**src/rtl/cpu_writeback_unit.sv**
```systemverilog
// rtl/cpu_writeback_unit.sv - WB stage register, x1..x31 register file with bypassing read ports, retire counter
module cpu_writeback_unit #(
  parameter bit BYPASS_EN = 1'b1
) (
  input  logic        clk,
  input  logic        reset,
  input  logic        i_pipeline_enable,
  input  logic [4:0]  i_rd,
  input  logic [31:0] i_rd_output,
  input  logic [4:0]  i_rs1_addr,
  input  logic [4:0]  i_rs2_addr,
  output logic [31:0] o_rs1_data,
  output logic [31:0] o_rs2_data,
  output logic        o_wb_valid,
  output logic [4:0]  o_wb_rd,
  output logic [31:0] o_wb_data,
  output logic [31:0] o_instret
);

  logic        wb_valid;
  logic [4:0]  wb_rd;
  logic [31:0] wb_data;
  logic [31:0] instret_q;
  logic [31:0] regs [1:31];

  // wb_valid is never set for rd=0, so x0 can never be written or forwarded.
  always_ff @(posedge clk or posedge reset) begin
    if (reset) begin
      wb_valid  <= 1'b0;
      wb_rd     <= 5'd0;
      wb_data   <= 32'd0;
      instret_q <= 32'd0;
      for (int i = 1; i < 32; i++) begin
        regs[i] <= 32'd0;
      end
    end else begin
      if (i_pipeline_enable) begin
        wb_valid  <= (i_rd != 5'd0);
        wb_rd     <= i_rd;
        wb_data   <= i_rd_output;
        instret_q <= instret_q + 32'd1;
      end else begin
        wb_valid  <= 1'b0;
      end
      if (wb_valid && (wb_rd != 5'd0)) begin
        regs[wb_rd] <= wb_data;
      end
    end
  end

  function automatic logic [31:0] read_port(input logic [4:0] addr);
    logic [31:0] value;
    value = 32'd0;
    if (addr != 5'd0) begin
      if (BYPASS_EN && wb_valid && (wb_rd == addr)) begin
        value = wb_data;
      end else begin
        value = regs[addr];
      end
    end
    return value;
  endfunction

  always_comb begin
    o_rs1_data = read_port(i_rs1_addr);
    o_rs2_data = read_port(i_rs2_addr);
  end

  assign o_wb_valid = wb_valid;
  assign o_wb_rd    = wb_rd;
  assign o_wb_data  = wb_data;
  assign o_instret  = instret_q;

endmodule
```
**config.mk**
```make
export PLATFORM = sky130hd
export DESIGN_NAME = cpu_writeback_unit
export DESIGN_NICKNAME = d
export VERILOG_FILES = /design/src/rtl/cpu_writeback_unit.sv
export SDC_FILE = /design/constraint.sdc
export NUM_CORES = 2
export LEC_CHECK = 0
export ABC_AREA = 1
export CAP_MARGIN = 20
export CORE_MARGIN = 10
export CORE_UTILIZATION = 51
export CTS_BUF_LIST = sky130_fd_sc_hd__clkbuf_8
export CTS_CLUSTER_DIAMETER = 40
export CTS_CLUSTER_SIZE = 20
export DETAILED_ROUTE_END_ITERATION = 12
export PLACE_DENSITY_LB_ADDON = 0.05
export SETUP_SLACK_MARGIN = 0.1
export SYNTH_ARGS = -nofsm -noshare
export SYNTH_HDL_FRONTEND = slang
export SYNTH_SLANG_ARGS = --single-unit
```
**constraint.sdc**
```tcl
create_clock -name clk -period 38.2 [get_ports clk]
set_input_delay 7.64 -clock clk [delete_from_list [all_inputs] [get_ports clk]]
set_output_delay 7.64 -clock clk [all_outputs]
set_load 0.005 [all_outputs]
```
# Yosys cells after proc, flatten, opt, wreduce, memory -nomap -nowiden
# Index checks and enable logic that the tools add are counted.
[op_classes] add_sub_neg=1 order_cmp=4 n_eq_ne=2 n_mux=14 bitwise=3 reduce_logical=8
[op_table] cell="$bwmux W992" count=1
[op_table] cell="$bmux W32 S5" count=2
[op_table] cell="$mux W32" count=9
[op_table] cell="$demux W32 S5" count=1
[op_table] cell="$add A32 B1 Y32 const B" count=1
[op_table] cell="$reduce_bool A5 Y1" count=4
[op_table] cell="$ge A6 B6 Y1 const B" count=3
[op_table] cell="$not A5 Y6" count=3
[op_table] cell="$eq A5 B5 Y1" count=2
[op_table] cell="$lt A6 B1 Y1 const B" count=1
[op_table] cell="$logic_and A1 B1 Y1" count=4
[op_table] cell="$mux W1" count=1
[totals] register_bits=1062 input_bits=50 wordCells=67

# Longest topological paths before layout
[logic_depth] word_depth=6 depth_mapped=14 depth_no_buf=11

# Least setup slack after synthesis
# Ideal clock, no wire load.
[synth_path] path_kind="input to output" start="input port i_rs1_addr[1]" end="output port o_rs1_data[23]" t_arrival_ns=9.084 path_slack_ns=21.476 stages=11 path_cell_list="clkbuf_1 > inv_1 > clkbuf_1 > nor2_1 > a211oi_1 > nand3_1 > clkbuf_1 > nor2_1 > nor2_1 > nand2_1 > inv_1"
[synth_via] elab_chain_len=6 word_cells_on_any_way=9 classes_between="eq/ne: 1; mux: 5; bitwise: 1; reduce/logical: 2"
[synth_lines] element="from (decl)" line="10" source="input logic [4:0] i_rs1_addr,"
[synth_lines] element="$not A5 Y6 (not written as such)" line="58" source="value = regs[addr];"
[synth_lines] element="$bmux W32 S5" line="58"
[synth_lines] element="$mux W32 (not written as such) (2 in series)" line="58"
[synth_lines] element="$mux W32" line="55" source="if (BYPASS_EN && wb_valid && (wb_rd == addr)) begin"
[synth_lines] element="$mux W32 (*)" line="54" source="if (addr != 5'd0) begin"
[synth_lines] element="to (decl)" line="12" source="output logic [31:0] o_rs1_data,"
# Every way passes the cells marked *; elsewhere a longest branch is shown, timed or not. The select of a mux whose other input is x is not followed.

# Worst setup path in the final report
[layout_path] start="input port i_rs2_addr[1]" end="output port o_rs2_data[13]"
[layout_via] elab_chain_len=6 word_cells_on_any_way=9 classes_between="eq/ne: 1; mux: 5; bitwise: 1; reduce/logical: 2"
[layout_lines] element="from (decl)" line="11" source="input logic [4:0] i_rs2_addr,"
[layout_lines] element="$not A5 Y6 (not written as such)" line="58"
[layout_lines] element="$bmux W32 S5" line="58"
[layout_lines] element="$mux W32 (not written as such) (2 in series)" line="58"
[layout_lines] element="$mux W32" line="55"
[layout_lines] element="$mux W32 (*)" line="54"
[layout_lines] element="to (decl)" line="13" source="output logic [31:0] o_rs2_data,"
# Marks and branches as above.

==> run summary <==
Final hold vios: 0
Crit path max fanout: 82
IO buf count: 183
Ys Warns: 0
Estimated wirelength of the detail-placed design: 129,000 µm
Pin count of the biggest net entering global routing: 152
GRT Resource Usage Total: 36.8%
Post-route ant nets: 0
Seq/Total Area, Yosys: 45.0%
Crit end category: output port
Status: complete, no violations
Total CTS buffers: 170
Ports: 184
Sequential group share of total power: 45.5%
P&R area growth vs syn: 10.3%
Max Clk Rate: 50.2 MHz
Die Area: 0.130 mm²
Post_cts resized: 0
Fillers: 11,200
WL/cell: 24.9 µm
Die span in y: 360 µm
Initial core utilization: 51.5%
Max Slew Vio Count: 0
R2R Setup Slk: 34.76 ns
DR vias: 60,300
Overall power: 3570 µW
Switching share of power: 36.0%
CTS clk-pin slew, worst paths: 0.07 ns
Vias per cell: 6.10
First-pass GRT wire length: 366,000 µm
Placer congestion estimate: 0.870
Measured slew at the worst slew-check pin: 1.24 ns
Worst IR Drop VDD: 35.3 µV
Crit path DAT: 12.30 ns
Post-route DRC: 0
Layout cells sized above 1: 6.42%
Distinct cells, synth: 30
Vias in the first global route: 56,600
Post-layout nets: 8,282
Global route total overflow: 0
Final period util: 52.2%
Synth Register Bits: 1,062
Syn_nets: 8,532
Worst rel slew slack: 17.6%
Post-cts hold buffer count: 0
Root Driver: clkbuf_8
RSZ-0062 raised after global routing: no
Number of max-cap violations: 0
Pint: 2290 µW
Initial antenna violation count: 6
CTS tree: done
TritonRoute pass-1 iters: 10
WL final: 246,000 µm
Pwr dens: 54.9 mW/mm²
Drt first-iter violations: 8,724
CP Class: input port to output port
Post-synthesis instance total: 8,481
Final setup vio count: 0
H-tree levels: 4
Final TNS setup: 0 ns
Final min period: 19.94 ns
Worst EP required: 30.56 ns
Clk_lat worst skew: 0.94 ns
Comb pwr share: 23.2%
Psw: 1290 µW
Die X-Extent: 360 µm
Hold Crit Class: flop to flop
Site Rows: 124
Mapped Area: 0.0590 mm²
Post-CTS Setup Bufs: 0
CTS Buffer Depth: 3
Type of origin of the critical path: input port
Clk pwr share: 31.3%
Core ar.: 0.115 mm²
Clock sinks: 1,062
Synth Area per Inst: 6.96 µm²
Skew final: 0.0557 ns
Pleak: 0.0308 µW
[cell usage in the layout (no fill, tap or decap), types with 19 or more instances in the layout]
master / count
clkinv_4: 22
nand2_1: 2533
clkdlybuf4s50_1: 172
o211ai_1: 326
nand2_4: 26
a21oi_1: 394
clkbuf_8: 185
inv_6: 19
buf_4: 94
clkinvlp_4: 32
o21ai_1: 45
xor2_1: 19
nor2_1: 767
clkinv_2: 25
nand3_1: 850
or2_2: 59
dfrtp_1: 1062
o21ai_0: 1038
inv_1: 581
[area by class of cell]
type	instances	area, µm²	share of cell area (%)
Multi-Input combinational cell	6126	27900	42.8
Sequential cell	1062	26600	40.8
Timing Repair Buffer	283	2670	4.11
Clock buffer	185	2550	3.91
Inverter	588	2250	3.46
Tap cell	1512	1890	2.91
Clock inverter	130	1270	1.96
Antenna cell	5	12.5	0.0192
[synth_stat cells, drive strengths merged]
master  instances  area share, %
a211oi          1          0.013
a21oi         394            3.3
and3            1          0.011
buf            85           0.58
clkbuf        620            3.9
clkinv          3          0.019
dfrtp        1062             45
ha              1          0.021
inv           585            3.7
nand2        2561             16
nand3         852            7.2
nand3b          1          0.013
nand4          10           0.11
nor2          776            5.0
nor3           22           0.21
nor3b           1          0.013
nor4            3          0.057
o211ai        326            4.1
o21ai        1083            9.2
o22ai           5          0.053
or2            59           0.63
or4             1          0.013
xnor2          10           0.15
xor2           19           0.28
[path summary, 6_finish.rpt]
kind | cells after the start | end | from
worst min-delay path | 1 | o_instret[31]$_DFFE_PP0P_ | o_instret[31]$_DFFE_PP0P_
worst min register to register | 1 | o_instret[31]$_DFFE_PP0P_ | o_instret[31]$_DFFE_PP0P_
worst max-delay path | 14 | o_rs2_data[13] | i_rs2_addr[1]
worst max register to register | 7 | regs[514]$_DFFE_PP0P_ | o_wb_rd[1]$_DFFE_PP0P_
min in group asynchronous | 2 | regs[768]$_DFFE_PP0P_ | reset
max in group asynchronous | 5 | regs[214]$_DFFE_PP0P_ | reset
[metrics by stage]
step / cells / setup slack (ns) / util [%] / area (µm²) / hold slack, ns
after floorplan: 8481 / 0.666 / - / 59000 / 0.453
after global placement: 9561 / 18.50 / 53.3 / 61100 / 0.467
after detailed placement: 9563 / 18.48 / 53.3 / 61100 / 0.462
after CTS: 9878 / 18.48 / 56.6 / 64900 / 0.483
after global routing: 9888 / 18.25 / 56.7 / 65100 / 0.498
final: 9891 / 18.26 / 56.8 / 65100 / 0.481
[power by group through the flow]
stage / registers, µW / logic [µW] / clock network, µW
2_1_floorplan: 1590 / 587 / 0
3_3_place_gp: 1630 / 794 / 0
6_report: 1630 / 829 / 1120
4_1_cts: 1620 / 816 / 1130
3_5_place_dp: 1630 / 815 / 0
5_1_grt: 1660 / 943 / 1180
[cell families (layout without fill, tap and decap cells)]
logic type,count (synthesis),count (layout),synth area share (%)
buf+inv,1293,1186,8.26
simple gates,4287,4287,29.5
compound gates,1809,1809,16.7
other cells,0,5,0
fa+ha+maj,1,1,0.0212
xor+xnor,29,29,0.430
flops,1062,1062,45.0
[sequential cells by signal, indices dropped and copies added, names as in the netlist]
signal / count
o_instret: 32
o_wb_rd: 5
o_wb_data: 32
o_wb_valid: 1
regs: 992
[per-layer routing]
| layer | track usage (%) | vias to the layer above | share of wire, % |
|---|---|---|---|
| met5 | 0 | - | 0 |
| met4 | 16.4 | 0 | 4.6 |
| met3 | 8.96 | 752 | 13 |
| met2 | 55.3 | 4079 | 43 |
| met1 | 50.0 | 28500 | 40 |
| li1 | - | 27000 | - |
[critical path, stage by stage]
cell	delay [ns]
buf_8	0.31
inv_8	0.39
buf_4	0.59
buf_4	0.79
buf_4	0.85
o211ai_1	0.19
nand2_1	0.11
nor2_1	0.04
nor2_1	0.12
nand2_1	0.07
nand3_1	0.15
nand2_1	0.24
inv_1	0.11
clkdlybuf4s50_1	0.56
Note: power is estimated with default switching activity, not from simulation.
